--- src/rtl/screen_pkg.sv ---
// Shared types and default parameters for the screen sequencer.
package screen_pkg;

  typedef enum logic [1:0] {
    SCR_START  = 2'd0,
    SCR_PLAY   = 2'd1,
    SCR_FINISH = 2'd2
  } screen_t;

  typedef struct packed {
    logic [10:0] hcount;
    logic [10:0] vcount;
    logic        hsync;
    logic        vsync;
    logic        hblnk;
    logic        vblnk;
    logic [11:0] rgb;
  } vga_t;

  localparam int DEF_DEBOUNCE_CYCLES = 650_000;
  localparam int DEF_FINISH_FRAMES   = 600;

endpackage

--- src/rtl/vga_if.sv ---
// Frame-aligned VGA stream: timing counters, sync/blank flags and pixel colour.
interface vga_if;
  logic [10:0] hcount;
  logic [10:0] vcount;
  logic        hsync;
  logic        vsync;
  logic        hblnk;
  logic        vblnk;
  logic [11:0] rgb;

  modport in  (input  hcount, vcount, hsync, vsync, hblnk, vblnk, rgb);
  modport out (output hcount, vcount, hsync, vsync, hblnk, vblnk, rgb);
endinterface

--- src/rtl/btn_debounce.sv ---
// Accepts a new button level after DEBOUNCE_CYCLES stable samples; rise pulses
// for one cycle on an accepted 0->1 change, DEBOUNCE_CYCLES+1 cycles after the edge.
module btn_debounce
  import screen_pkg::*;
#(
  parameter int DEBOUNCE_CYCLES = DEF_DEBOUNCE_CYCLES
) (
  input  logic clk,
  input  logic rst,
  input  logic din,
  output logic dout,
  output logic rise
);

  localparam int CW = (DEBOUNCE_CYCLES > 1) ? $clog2(DEBOUNCE_CYCLES) : 1;
  localparam logic [CW-1:0] CNT_LAST = CW'(DEBOUNCE_CYCLES - 1);

  logic          din_q;
  logic [CW-1:0] cnt;

  always_ff @(posedge clk or negedge rst) begin
    if (!rst) begin
      din_q <= 1'b0;
      cnt   <= '0;
      dout  <= 1'b0;
      rise  <= 1'b0;
    end else begin
      din_q <= din;
      rise  <= 1'b0;
      // Any change restarts the stability run; the count saturates once stable.
      if (din != din_q) begin
        cnt <= '0;
      end else if (cnt != CNT_LAST) begin
        cnt <= cnt + 1'b1;
      end else if (din_q != dout) begin
        dout <= din_q;
        rise <= din_q;
      end
    end
  end

endmodule

--- src/rtl/screen_ctrl.sv ---
// Game-phase sequencer: START -> PLAY -> FINISH -> START, with screen changes
// deferred to the next vblnk rise and the chosen VGA stream registered once.
module screen_ctrl
  import screen_pkg::*;
#(
  parameter int DEBOUNCE_CYCLES = DEF_DEBOUNCE_CYCLES,
  parameter int FINISH_FRAMES   = DEF_FINISH_FRAMES
) (
  input  logic       clk,
  input  logic       rst,
  input  logic       btn_start,
  input  logic       game_over,
  vga_if.in          vga_start,
  vga_if.in          vga_game,
  vga_if.in          vga_finish,
  vga_if.out         vga_out,
  output logic [1:0] screen,
  output logic       game_en,
  output logic       new_game
);

  localparam int FW = (FINISH_FRAMES > 1) ? $clog2(FINISH_FRAMES) : 1;
  localparam logic [FW-1:0] F_LAST = FW'(FINISH_FRAMES - 1);

  logic          btn_level;
  logic          btn_rise;
  logic          press;
  logic          vblnk_q;
  logic          tick;
  screen_t       phase;
  screen_t       pend;
  logic          pend_vld;
  logic [FW-1:0] fcnt;
  logic [FW-1:0] fcnt_nxt;
  vga_t          sel;

  btn_debounce #(
    .DEBOUNCE_CYCLES(DEBOUNCE_CYCLES)
  ) u_debounce (
    .clk  (clk),
    .rst  (rst),
    .din  (btn_start),
    .dout (btn_level),
    .rise (btn_rise)
  );

  assign press    = btn_rise & btn_level;
  assign tick     = vga_start.vblnk & ~vblnk_q;
  assign fcnt_nxt = (fcnt == F_LAST) ? fcnt : fcnt + 1'b1;
  assign screen   = phase;

  always_ff @(posedge clk or negedge rst) begin
    if (!rst) begin
      vblnk_q  <= 1'b0;
      phase    <= SCR_START;
      pend     <= SCR_START;
      pend_vld <= 1'b0;
      fcnt     <= '0;
      game_en  <= 1'b0;
      new_game <= 1'b0;
    end else begin
      vblnk_q  <= vga_start.vblnk;
      new_game <= 1'b0;
      if (tick && pend_vld) begin
        phase    <= pend;
        pend_vld <= 1'b0;
        fcnt     <= '0;
        new_game <= (pend == SCR_PLAY);
        game_en  <= (pend == SCR_PLAY);
      end else begin
        if (tick && phase == SCR_FINISH) fcnt <= fcnt_nxt;
        // Only one request may be outstanding; later events are dropped.
        if (!pend_vld) begin
          unique case (phase)
            SCR_START: if (press) begin
              pend     <= SCR_PLAY;
              pend_vld <= 1'b1;
            end
            SCR_PLAY: if (game_over) begin
              pend     <= SCR_FINISH;
              pend_vld <= 1'b1;
            end
            SCR_FINISH: if (press || (tick && fcnt_nxt == F_LAST)) begin
              pend     <= SCR_START;
              pend_vld <= 1'b1;
            end
            default: ;
          endcase
        end
      end
    end
  end

  always_comb begin
    sel = '0;
    unique case (phase)
      SCR_PLAY:   sel = {vga_game.hcount, vga_game.vcount, vga_game.hsync,
                         vga_game.vsync, vga_game.hblnk, vga_game.vblnk, vga_game.rgb};
      SCR_FINISH: sel = {vga_finish.hcount, vga_finish.vcount, vga_finish.hsync,
                         vga_finish.vsync, vga_finish.hblnk, vga_finish.vblnk, vga_finish.rgb};
      default:    sel = {vga_start.hcount, vga_start.vcount, vga_start.hsync,
                         vga_start.vsync, vga_start.hblnk, vga_start.vblnk, vga_start.rgb};
    endcase
  end

  always_ff @(posedge clk or negedge rst) begin
    if (!rst) begin
      vga_out.hcount <= '0;
      vga_out.vcount <= '0;
      vga_out.hsync  <= 1'b0;
      vga_out.vsync  <= 1'b0;
      vga_out.hblnk  <= 1'b0;
      vga_out.vblnk  <= 1'b0;
      vga_out.rgb    <= '0;
    end else begin
      vga_out.hcount <= sel.hcount;
      vga_out.vcount <= sel.vcount;
      vga_out.hsync  <= sel.hsync;
      vga_out.vsync  <= sel.vsync;
      vga_out.hblnk  <= sel.hblnk;
      vga_out.vblnk  <= sel.vblnk;
      vga_out.rgb    <= sel.rgb;
    end
  end

endmodule
--- src/flat_wrapper.sv ---
// flat-port wrapper written by rule: the top's interface ports become plain ports
module screen_ctrl_flat import screen_pkg::*;
#(
  parameter int DEBOUNCE_CYCLES = DEF_DEBOUNCE_CYCLES,
  parameter int FINISH_FRAMES   = DEF_FINISH_FRAMES
)
  (clk, rst, btn_start, game_over, screen, game_en, new_game, vga_start_hcount, vga_start_vcount, vga_start_hsync, vga_start_vsync, vga_start_hblnk, vga_start_vblnk, vga_start_rgb, vga_game_hcount, vga_game_vcount, vga_game_hsync, vga_game_vsync, vga_game_hblnk, vga_game_vblnk, vga_game_rgb, vga_finish_hcount, vga_finish_vcount, vga_finish_hsync, vga_finish_vsync, vga_finish_hblnk, vga_finish_vblnk, vga_finish_rgb, vga_out_hcount, vga_out_vcount, vga_out_hsync, vga_out_vsync, vga_out_hblnk, vga_out_vblnk, vga_out_rgb);
  vga_if vga_start_i ();
  vga_if vga_game_i ();
  vga_if vga_finish_i ();
  vga_if vga_out_i ();
  input  logic clk;
  input  logic rst;
  input  logic btn_start;
  input  logic game_over;
  output logic [1:0] screen;
  output logic game_en;
  output logic new_game;
  input wire logic [$bits(vga_start_i.hcount)-1:0] vga_start_hcount;
  input wire logic [$bits(vga_start_i.vcount)-1:0] vga_start_vcount;
  input wire logic [$bits(vga_start_i.hsync)-1:0] vga_start_hsync;
  input wire logic [$bits(vga_start_i.vsync)-1:0] vga_start_vsync;
  input wire logic [$bits(vga_start_i.hblnk)-1:0] vga_start_hblnk;
  input wire logic [$bits(vga_start_i.vblnk)-1:0] vga_start_vblnk;
  input wire logic [$bits(vga_start_i.rgb)-1:0] vga_start_rgb;
  input wire logic [$bits(vga_game_i.hcount)-1:0] vga_game_hcount;
  input wire logic [$bits(vga_game_i.vcount)-1:0] vga_game_vcount;
  input wire logic [$bits(vga_game_i.hsync)-1:0] vga_game_hsync;
  input wire logic [$bits(vga_game_i.vsync)-1:0] vga_game_vsync;
  input wire logic [$bits(vga_game_i.hblnk)-1:0] vga_game_hblnk;
  input wire logic [$bits(vga_game_i.vblnk)-1:0] vga_game_vblnk;
  input wire logic [$bits(vga_game_i.rgb)-1:0] vga_game_rgb;
  input wire logic [$bits(vga_finish_i.hcount)-1:0] vga_finish_hcount;
  input wire logic [$bits(vga_finish_i.vcount)-1:0] vga_finish_vcount;
  input wire logic [$bits(vga_finish_i.hsync)-1:0] vga_finish_hsync;
  input wire logic [$bits(vga_finish_i.vsync)-1:0] vga_finish_vsync;
  input wire logic [$bits(vga_finish_i.hblnk)-1:0] vga_finish_hblnk;
  input wire logic [$bits(vga_finish_i.vblnk)-1:0] vga_finish_vblnk;
  input wire logic [$bits(vga_finish_i.rgb)-1:0] vga_finish_rgb;
  output wire logic [$bits(vga_out_i.hcount)-1:0] vga_out_hcount;
  output wire logic [$bits(vga_out_i.vcount)-1:0] vga_out_vcount;
  output wire logic [$bits(vga_out_i.hsync)-1:0] vga_out_hsync;
  output wire logic [$bits(vga_out_i.vsync)-1:0] vga_out_vsync;
  output wire logic [$bits(vga_out_i.hblnk)-1:0] vga_out_hblnk;
  output wire logic [$bits(vga_out_i.vblnk)-1:0] vga_out_vblnk;
  output wire logic [$bits(vga_out_i.rgb)-1:0] vga_out_rgb;
  assign vga_start_i.hcount = vga_start_hcount;
  assign vga_start_i.vcount = vga_start_vcount;
  assign vga_start_i.hsync = vga_start_hsync;
  assign vga_start_i.vsync = vga_start_vsync;
  assign vga_start_i.hblnk = vga_start_hblnk;
  assign vga_start_i.vblnk = vga_start_vblnk;
  assign vga_start_i.rgb = vga_start_rgb;
  assign vga_game_i.hcount = vga_game_hcount;
  assign vga_game_i.vcount = vga_game_vcount;
  assign vga_game_i.hsync = vga_game_hsync;
  assign vga_game_i.vsync = vga_game_vsync;
  assign vga_game_i.hblnk = vga_game_hblnk;
  assign vga_game_i.vblnk = vga_game_vblnk;
  assign vga_game_i.rgb = vga_game_rgb;
  assign vga_finish_i.hcount = vga_finish_hcount;
  assign vga_finish_i.vcount = vga_finish_vcount;
  assign vga_finish_i.hsync = vga_finish_hsync;
  assign vga_finish_i.vsync = vga_finish_vsync;
  assign vga_finish_i.hblnk = vga_finish_hblnk;
  assign vga_finish_i.vblnk = vga_finish_vblnk;
  assign vga_finish_i.rgb = vga_finish_rgb;
  assign vga_out_hcount = vga_out_i.hcount;
  assign vga_out_vcount = vga_out_i.vcount;
  assign vga_out_hsync = vga_out_i.hsync;
  assign vga_out_vsync = vga_out_i.vsync;
  assign vga_out_hblnk = vga_out_i.hblnk;
  assign vga_out_vblnk = vga_out_i.vblnk;
  assign vga_out_rgb = vga_out_i.rgb;
  screen_ctrl #(.DEBOUNCE_CYCLES(DEBOUNCE_CYCLES), .FINISH_FRAMES(FINISH_FRAMES)) u_core (.clk(clk), .rst(rst), .btn_start(btn_start), .game_over(game_over), .vga_start(vga_start_i), .vga_game(vga_game_i), .vga_finish(vga_finish_i), .vga_out(vga_out_i), .screen(screen), .game_en(game_en), .new_game(new_game));
endmodule
--- config.mk ---
export PLATFORM = sky130hd
export DESIGN_NAME = screen_ctrl_flat
export DESIGN_NICKNAME = d
export VERILOG_FILES = /design/src/rtl/screen_pkg.sv /design/src/rtl/vga_if.sv /design/src/rtl/btn_debounce.sv /design/src/rtl/screen_ctrl.sv /design/src/flat_wrapper.sv
export SDC_FILE = /design/constraint.sdc
export NUM_CORES = 1
export LEC_CHECK = 0
export ABC_AREA = 1
export CORE_MARGIN = 5
export CORE_UTILIZATION = 45
export DETAILED_ROUTE_END_ITERATION = 6
export HOLD_SLACK_MARGIN = 0.08
export PLACE_DENSITY = 0.84
export SLEW_MARGIN = 40
export SYNTH_ARGS = -nofsm -noshare
export SYNTH_HDL_FRONTEND = slang
export SYNTH_SLANG_ARGS = --single-unit
--- constraint.sdc ---
create_clock -name clk -period 5.17 [get_ports clk]
set_input_delay 0.7755 -clock clk [delete_from_list [all_inputs] [get_ports clk]]
set_output_delay 0.7755 -clock clk [all_outputs]
set_load 0.02 [all_outputs]
## Word-level counts from Yosys, hierarchy flattened

Index checks and enable logic that the tools add are counted.

- Bits in registers: 79
- Bits in latches: 0
- Memory bits (writable): 0
- Bits in read-only memories: 0
- Output and inout port bits: 42
- Word-level logic and storage cells: 68
- Memories: 0

- Add/sub/neg operators: 2
- Multipliers: 0
- Div/mod/pow operators: 0
- Order comparisons: 0
- Equal/unequal tests: 11
- Shift-type cells: 0
- Muxes and demuxes: 20
- Bitwise logic cells: 7
- Reductions and logical operators: 10

Operators with widths:

| cell | number |
|---|---|
| $pmux 38 s2 | 1 |
| $mux 20 | 2 |
| $mux 10 | 3 |
| $add 20x1->20 const B | 1 |
| $eq 10x10->1 const B | 2 |
| $ne 20x20->1 const B | 1 |
| $add 10x1->10 const B | 1 |
| $mux 1 | 9 |
| $mux 2 | 3 |
| $pmux 2 s3 | 1 |
| $reduce_and 6->1 | 1 |
| $not 1->1 | 5 |
| $eq 2x1->1 const B | 2 |
| $ne 2x2->1 const B | 2 |
| $reduce_bool 2->1 | 2 |
| $logic_and 1x1->1 | 3 |
| $pmux 1 s3 | 1 |
| $reduce_and 3->1 | 1 |
| $reduce_bool 3->1 | 1 |
| $and 1x1->1 | 2 |
| $eq 2x2->1 const B | 1 |
| $logic_not 2->1 | 1 |
| $ne 1x1->1 | 2 |
| $ne 2x1->1 const B | 1 |
| $logic_or 1x1->1 | 1 |

## Depth between registers and ports, before layout

Gate-level depths: netlist of run 1.

- Depth after elaboration: 9
- Depth in mapped cells: 14
- Gate-level depth less buffers: 13

## By module

From an unflattened synthesis of run 1, not the netlist that was laid out.

- Cells, all modules: 540
- Area total of the unflattened synthesis: 4212.8 µm²

Modules (own cells, without submodules):

| module | instances | cells an instance | area each (µm²) | seq. area each (µm²) |
|---|---|---|---|---|
| screen_ctrl | 1 | 359 | 2825.2 | 1401.3 |
| btn_debounce | 1 | 181 | 1387.6 | 575.6 |

## Least setup slack after synthesis of run 1

OpenSTA, ideal clock, no wires.

- Kind: input port to flip-flop
- Start point: in vga_start_vblnk
- End point: reg u_core.fcnt[9]
- Setup time: 0.083 ns
- Arrival time: 1.666 ns
- Required time: 5.087 ns
- Setup slack: 3.421 ns
- Stages on the path: 7
- Buffers on the path: 1
- Cells stage by stage: inv_1 nor2_1 inv_1 nor2_1 clkbuf_1 nand3_1 o21ai_0

- Word-level cells in the longest chain between the ends: 3
- Elaborated cells between the ends (all ways): 5
- Classes of those cells: 1 x mux; 1 x bitwise; 3 x reduce/logical

Ends and longest elaborated chain:

| what | RTL line | source |
|---|---|---|
| start, declared | flat_wrapper.sv:24 | `input wire logic [$bits(vga_start_i.vblnk)-1:0] vga_start_vblnk;` |
| $and 1x1->1 (*) | screen_ctrl.sv:48 | `assign tick = vga_start.vblnk & ~vblnk_q;` |
| $logic_and 1x1->1 (on tied branches) | screen_ctrl.sv:64, screen_ctrl.sv:71 |  |
| $mux 10 or $reduce_bool 2->1 (tied branches) | n/a |  |
| end signal, assigned | screen_ctrl.sv:71 | `if (tick && phase == SCR_FINISH) fcnt <= fcnt_nxt;` |
| end, declared | screen_ctrl.sv:33 | `logic [FW-1:0] fcnt;` |

Mark *: on every way between the ends. The rest lies on a longest branch, timed or not.
A chain may end at the register's enable or synchronous reset.

## Worst setup path in the final report of run 1

- Start point: in vga_start_vblnk
- End point: reg u_core.fcnt[4]

Same word-level chain as after synthesis.

==> reports/metrics.csv, run 1 <==
metric,value,unit
outcome,"complete, no violations",
Core Region,9110,sq um
Hold WS,440,ps
first-pass GRT wire length,20.2,mm
Post-CTS Repair Setup Buffers,0,
"Distinct cells, synth",35,
root buffer cell,clkbuf_8,
Power Density,523,nW/um^2
fin nets,795,
share of cells above drive strength 1,0.0861,
htree depth,3,
LEAKAGE,2.59,nW
Cells after Synth,516,
worst r2r dst,u_core.vga_out.vblnk,
# diodes,0,
cell taking the most area after synthesis,dfrtp_1,
port bufs,159,
Crit path largest cell delay,620,ps
"Cell Chain, Critical Path","clkdlybuf4s50_1, inv_1, nor2_1, inv_1, nor2_1, nand2_1, o21ai_0",
WP data required,5440,ps
path depth of the worst reg2reg path,6,
Final HPWL DP,9.56,mm
starting density of the core,0.455,
flop2flop setup slack,3110,ps
"Slowest-stage cell, CP",nor2_1,
Total Wirelength,12.7,mm
Critical path origin,vga_start_vblnk,
Synth top area share,0.477,
"antenna viol nets, final",0,
Final min period,2410,ps
worst min path class,in -> async,
"Avg Cell Area, Syn",8.03,sq um
Max Freq,414,MHz
RSZ-0062 raised after global routing,no,
Longest Clk Path Bufs,2,
#FFs+latches synth,79,
largest fanout on the critical path,14,
Area Overhead vs Synth,45.5,%
Setup Skew,11.3,ps
Most used DFF post-synth,dfrtp_1,
largest net degree at the start of global routing,80,
final worst-path setup slack,2760,ps
pre-CTS setup slack,2460,ps
final setup fails,0,
"Net Count, Synth",642,
Post-synth ARST share,1.00,
remaining routing DRC violations,0,
CP endpoint kind,flop,
Via-to-Cell Ratio,5.38,
GRT Util Overall,0.227,
Fin Setup TNS,0,ps
Iter 0 DRT Violations,271,
routed vias,4226,
CTS tree,built,
post-synthesis sequential area ratio,0.477,
Synth Warn #,0,
final hold violation count,0,
post-CTS sizing,0,
synthesized area,4140,sq um
"CTS clk-pin slew, worst paths",90,ps
most numerous cell in the Yosys netlist,nand2_1,
Post-synth EDFFs,0,
die area,11200,sq um
FF-to-FF Start,u_core.screen[1],
Worst Tran Pin Value,791,ps
Hold Buf Count CTS,0,
drt pass-1 iters,5,
Chip Width,106,microns
Synth area leaders,"dfrtp_1 48%, a21oi_1 11%, nand2_1 9.1%, nor2_1 5.2%, inv_1 3.8%",
Num CTS Buffers,9,
relative slew slack,0.471,
crit share post-route,0.467,
Setup crit end,u_core.fcnt[4],
CTS Sinks,79,
crit path DAT,2680,ps
Rows,35,
Finished Core Util,0.662,
max_cap viols,0,
clock insertion delay at the later pin of the skew report,360,ps
Final Wtd Congestion,0.853,
VDD IR-drop max,0.330,mV
Final Max Tran Viols,0,
die height,106,microns
number of global-route vias before repair,4120,
total global routing overflow,0,
IO Count,160,
synth cell count leaders,"101 x nand2_1, 90 x a21oi_1, 79 x dfrtp_1",
Startpoint Class,input port,
critical path class,in -> reg,
DR WL/cell,16.2,microns
initial antenna violation count,0,
[kinds of logic (layout without fill, tap and decap cells)]
| group | count (synthesis) | after routing | share of synthesized area |
|---|---|---|---|
| buffers and inverters | 66 | 224 | 0.0643 |
| xor gates and xnor gates | 3 | 3 | 0.00815 |
| DFF | 79 | 79 | 0.477 |
| AOI/OAI and AO/OA | 127 | 127 | 0.158 |
| and+or+nand+nor | 233 | 233 | 0.268 |
| adders and majority gates | 8 | 8 | 0.0242 |
[registers in the layout, summed over array words and instances, names as in the netlist]
signal                   flops
u_core.vblnk_q               1
u_core.vga_out.vblnk         1
u_core.u_debounce.cnt       20
u_core.u_debounce.din_q      1
u_core.vga_out.hblnk         1
u_core.screen                2
u_core.u_debounce.rise       1
u_core.vga_out.hcount       11
u_core.fcnt                 10
u_core.pend                  2
u_core.pend_vld              1
u_core.new_game              1
u_core.vga_out.vsync         1
u_core.u_debounce.dout       1
u_core.vga_out.rgb          12
u_core.vga_out.hsync         1
u_core.vga_out.vcount       11
u_core.game_en               1
[cell usage in the layout, fill, tap and decap left out, types with 5 or more instances in the layout]
cell / Yosys / layout
nor2_1: 57 / 57
nor3_1: 6 / 6
a21oi_1: 90 / 90
ha_1: 8 / 8
nand2_1: 101 / 101
nand2_2: 6 / 6
nor2_4: 5 / 5
nand3_2: 10 / 10
nand3_1: 22 / 22
nand4_1: 8 / 8
clkbuf_8: 1 / 10
clkdlybuf4s50_1: 0 / 158
inv_1: 42 / 41
o21ai_0: 24 / 24
dfrtp_1: 79 / 79
nor2_2: 9 / 9
[layer usage]
metal | vias to the layer above | part of all wire | global-route usage
li1 | 2013 | - | -
met5 | - | 0 | 0
met2 | 144 | 0.53 | 0.393
met3 | 29 | 0.053 | 0.0455
met1 | 2040 | 0.39 | 0.276
met4 | 0 | 0.028 | 0.0925
[worst min path at each step]
stage                          endpoint  slack [ps]  depth (start not counted)
4_1_cts        u_core.vga_out.vcount[6]         480                          1
3_3_place_gp   u_core.u_debounce.cnt[8]         470                          1
2_1_floorplan           u_core.new_game         440                          1
3_5_place_dp             u_core.pend[0]         480                          2
6_report       u_core.vga_out.vcount[6]         440                          1
5_1_grt        u_core.vga_out.vcount[6]         500                          1
[worst max-delay path, delay by kind of cell]
kind / cells / cell delay, ps
AO/OA/AOI/OAI: 1 / 220
buffers and inverters: 3 / 640
AND/OR/NAND/NOR: 3 / 1050
[where the power goes]
group          total (mW)  internal (mW)  switching [mW]
combinational        1.69          0.676            1.01
sequential          0.946          0.836           0.110
clock               0.521          0.286           0.235
total                3.15           1.80            1.36
[area by class of cell]
type,count,area (sq um)
clock buffer,11,141
clock inverter,5,81.3
fill,734,3080
inverter,45,169
multi-input combinational,371,1900
sequential,79,1980
tap,111,139
timing repair buffer,163,1620
[per-stage QoR]
stage / power, mW / area, sq um / instances
after floorplan: 1.96 / 4140 / 516
after global placement: 2.59 / 5800 / 769
after detailed placement: 2.64 / 5810 / 769
after CTS: 3.16 / 6030 / 785
after global routing: 3.36 / 6030 / 785
final: 3.15 / 6030 / 785
Power figures use the tool's default switching activity.
==> run 2, diff against run 1 <==
- CORE_UTILIZATION: 45 -> 44
- PLACE_DENSITY: 0.84 -> 0.82
- clock period: 5.17 -> 2.34 ns (I/O delays scaled with it)
==> reports/metrics.csv, run 2 (synthesis results as in run 1) <==
metric,value,unit
outcome,"complete, no violations",
CP endpoint kind,flop,
sw power,3.00,mW
# diodes,0,
hold_sp,vga_start_vblnk,
Multi-input gate area,1900,sq um
largest net degree at the start of global routing,41,
crit share post-route,0.843,
drt pass-1 iters,5,
Cells on Worst Hold Path,1,
sequential share of power,0.302,
max reg flops,20,
Rows,35,
Biggest register,u_core.u_debounce.cnt,
"most common cell after layout, fill and taps aside",clkdlybuf4s50_1,
Power Density,1150,nW/um^2
"antenna viol nets, final",0,
DR WL met3,820,microns
Max Freq,507,MHz
max_cap viols,0,
layout filler cell count,738,
Chip Width,107,microns
Longest Clk Path Bufs,2,
"CTS clk-pin slew, worst paths",90,ps
clock insertion delay at the later pin of the skew report,360,ps
critical path class,reg -> reg,
number of global-route vias before repair,4295,
fin nets,800,
total global routing overflow,0,
root buffer cell,clkbuf_8,
"commonest non-fill, non-tap cells in the layout","158 x clkdlybuf4s50_1, 101 x nand2_1, 90 x a21oi_1",
die height,107,microns
Final Total Pwr,6.96,mW
Area Overhead vs Synth,46.1,%
initial antenna violation count,0,
RSZ-0062 raised after global routing,no,
final hold violation count,0,
first-pass GRT wire length,20.7,mm
Via-to-Cell Ratio,5.37,
largest fanout on the critical path,5,
Final HPWL DP,9.87,mm
post-CTS sizing,0,
DR top layer,met4,
final setup fails,0,
die area,11500,sq um
crit path DAT,2230,ps
Core Region,9200,sq um
Worst Tran Pin Value,649,ps
Critical path origin,u_core.fcnt[0],
Combinational Power Share,0.546,
DR WL/cell,16.6,microns
IO Count,160,
VDD IR-drop max,0.575,mV
P_int,3.95,mW
LEAKAGE,2.61,nW
CTS tree,built,
share of cells above drive strength 1,0.0885,
htree depth,3,
Num CTS Buffers,9,
Startpoint Class,flop,
Iter 0 DRT Violations,290,
biggest regs,"u_core.u_debounce.cnt (20), u_core.vga_out.rgb (12)",
final worst-path setup slack,367,ps
FF-to-FF Start,u_core.fcnt[0],
Final Max Tran Viols,0,
met2 WL post-DR,6.58,mm
worst min path class,in -> reg,
WP data required,2590,ps
remaining routing DRC violations,0,
Fin Setup TNS,0,ps
M1 wire length,5.19,mm
Final Wtd Congestion,0.892,
routed vias,4233,
GRT Util Overall,0.228,
starting density of the core,0.451,
Total Wirelength,13.1,mm
CTS Sinks,79,
relative slew slack,0.564,
path depth of the worst reg2reg path,12,
Setup Skew,11.7,ps
clock share of power,0.151,
pre-CTS setup slack,320,ps
Final min period,1970,ps
switching share of power,0.432,
port bufs,159,
sequential cell area,1980,sq um
[run 2: power by group through the flow]
| stage | sequential [mW] | clock [mW] | combinational [mW] |
|---|---|---|---|
| 6_report | 2.10 | 1.05 | 3.80 |
| 5_1_grt | 2.15 | 1.12 | 4.16 |
| 4_1_cts | 2.10 | 1.06 | 3.80 |
| 3_5_place_dp | 2.12 | 0 | 3.78 |
| 3_3_place_gp | 2.11 | 0 | 3.69 |
| 2_1_floorplan | 2.55 | 0 | 1.78 |
[run 2: metrics by stage]
stage               hold WS, ps  area (sq um)  utilization  instances
global placement            321          5850        0.636        773
CTS                         459          6050        0.658        789
global route                462          6050        0.658        789
floorplan                  55.4          4140            -        516
finish                      465          6050        0.658        789
detailed placement          330          5850        0.636        773
[run 2: path summary, 6_finish.rpt]
kind                                        endpoint  slack, ps
worst max register to register        u_core.pend[0]        370
worst max-delay path                  u_core.pend[0]        370
worst min-delay path                  u_core.vblnk_q        460
worst min register to register        u_core.pend[0]        480
min in group asynchronous       u_core.vga_out.hblnk        470
max in group asynchronous            u_core.pend_vld       1170
[run 2: critical path, cell delays in order (launching register included)]
cell and delay (ps):
dfrtp_1 460, ha_1 270, nand2_1 110, nor2_2 210, nand3_2 110, nand2_1 110
nand3_2 70, nor2_2 110, nand3_2 110, nand3_2 100, nand2_1 80, nand2_1 70
nand2_1 40
[run 2: final cells by class]
cell class / instances / area share
tap: 111 / 0.0229
inverter: 45 / 0.0279
sequential: 79 / 0.327
clock inverter: 3 / 0.00703
multi-input combinational: 371 / 0.314
timing repair buffer: 168 / 0.276
clock buffer: 12 / 0.0256
[run 2: what timing repair did]
item	4_1_cts	5_1_grt
hold buffers	1	0
setup buffers	0	0
hold endpoints to repair	34	0
[run 2: per-layer routing]
metal,track usage,vias up
li1,-,2023
met2,0.378,172
met1,0.279,1997
met4,0.107,0
met5,0,-
met3,0.0554,41
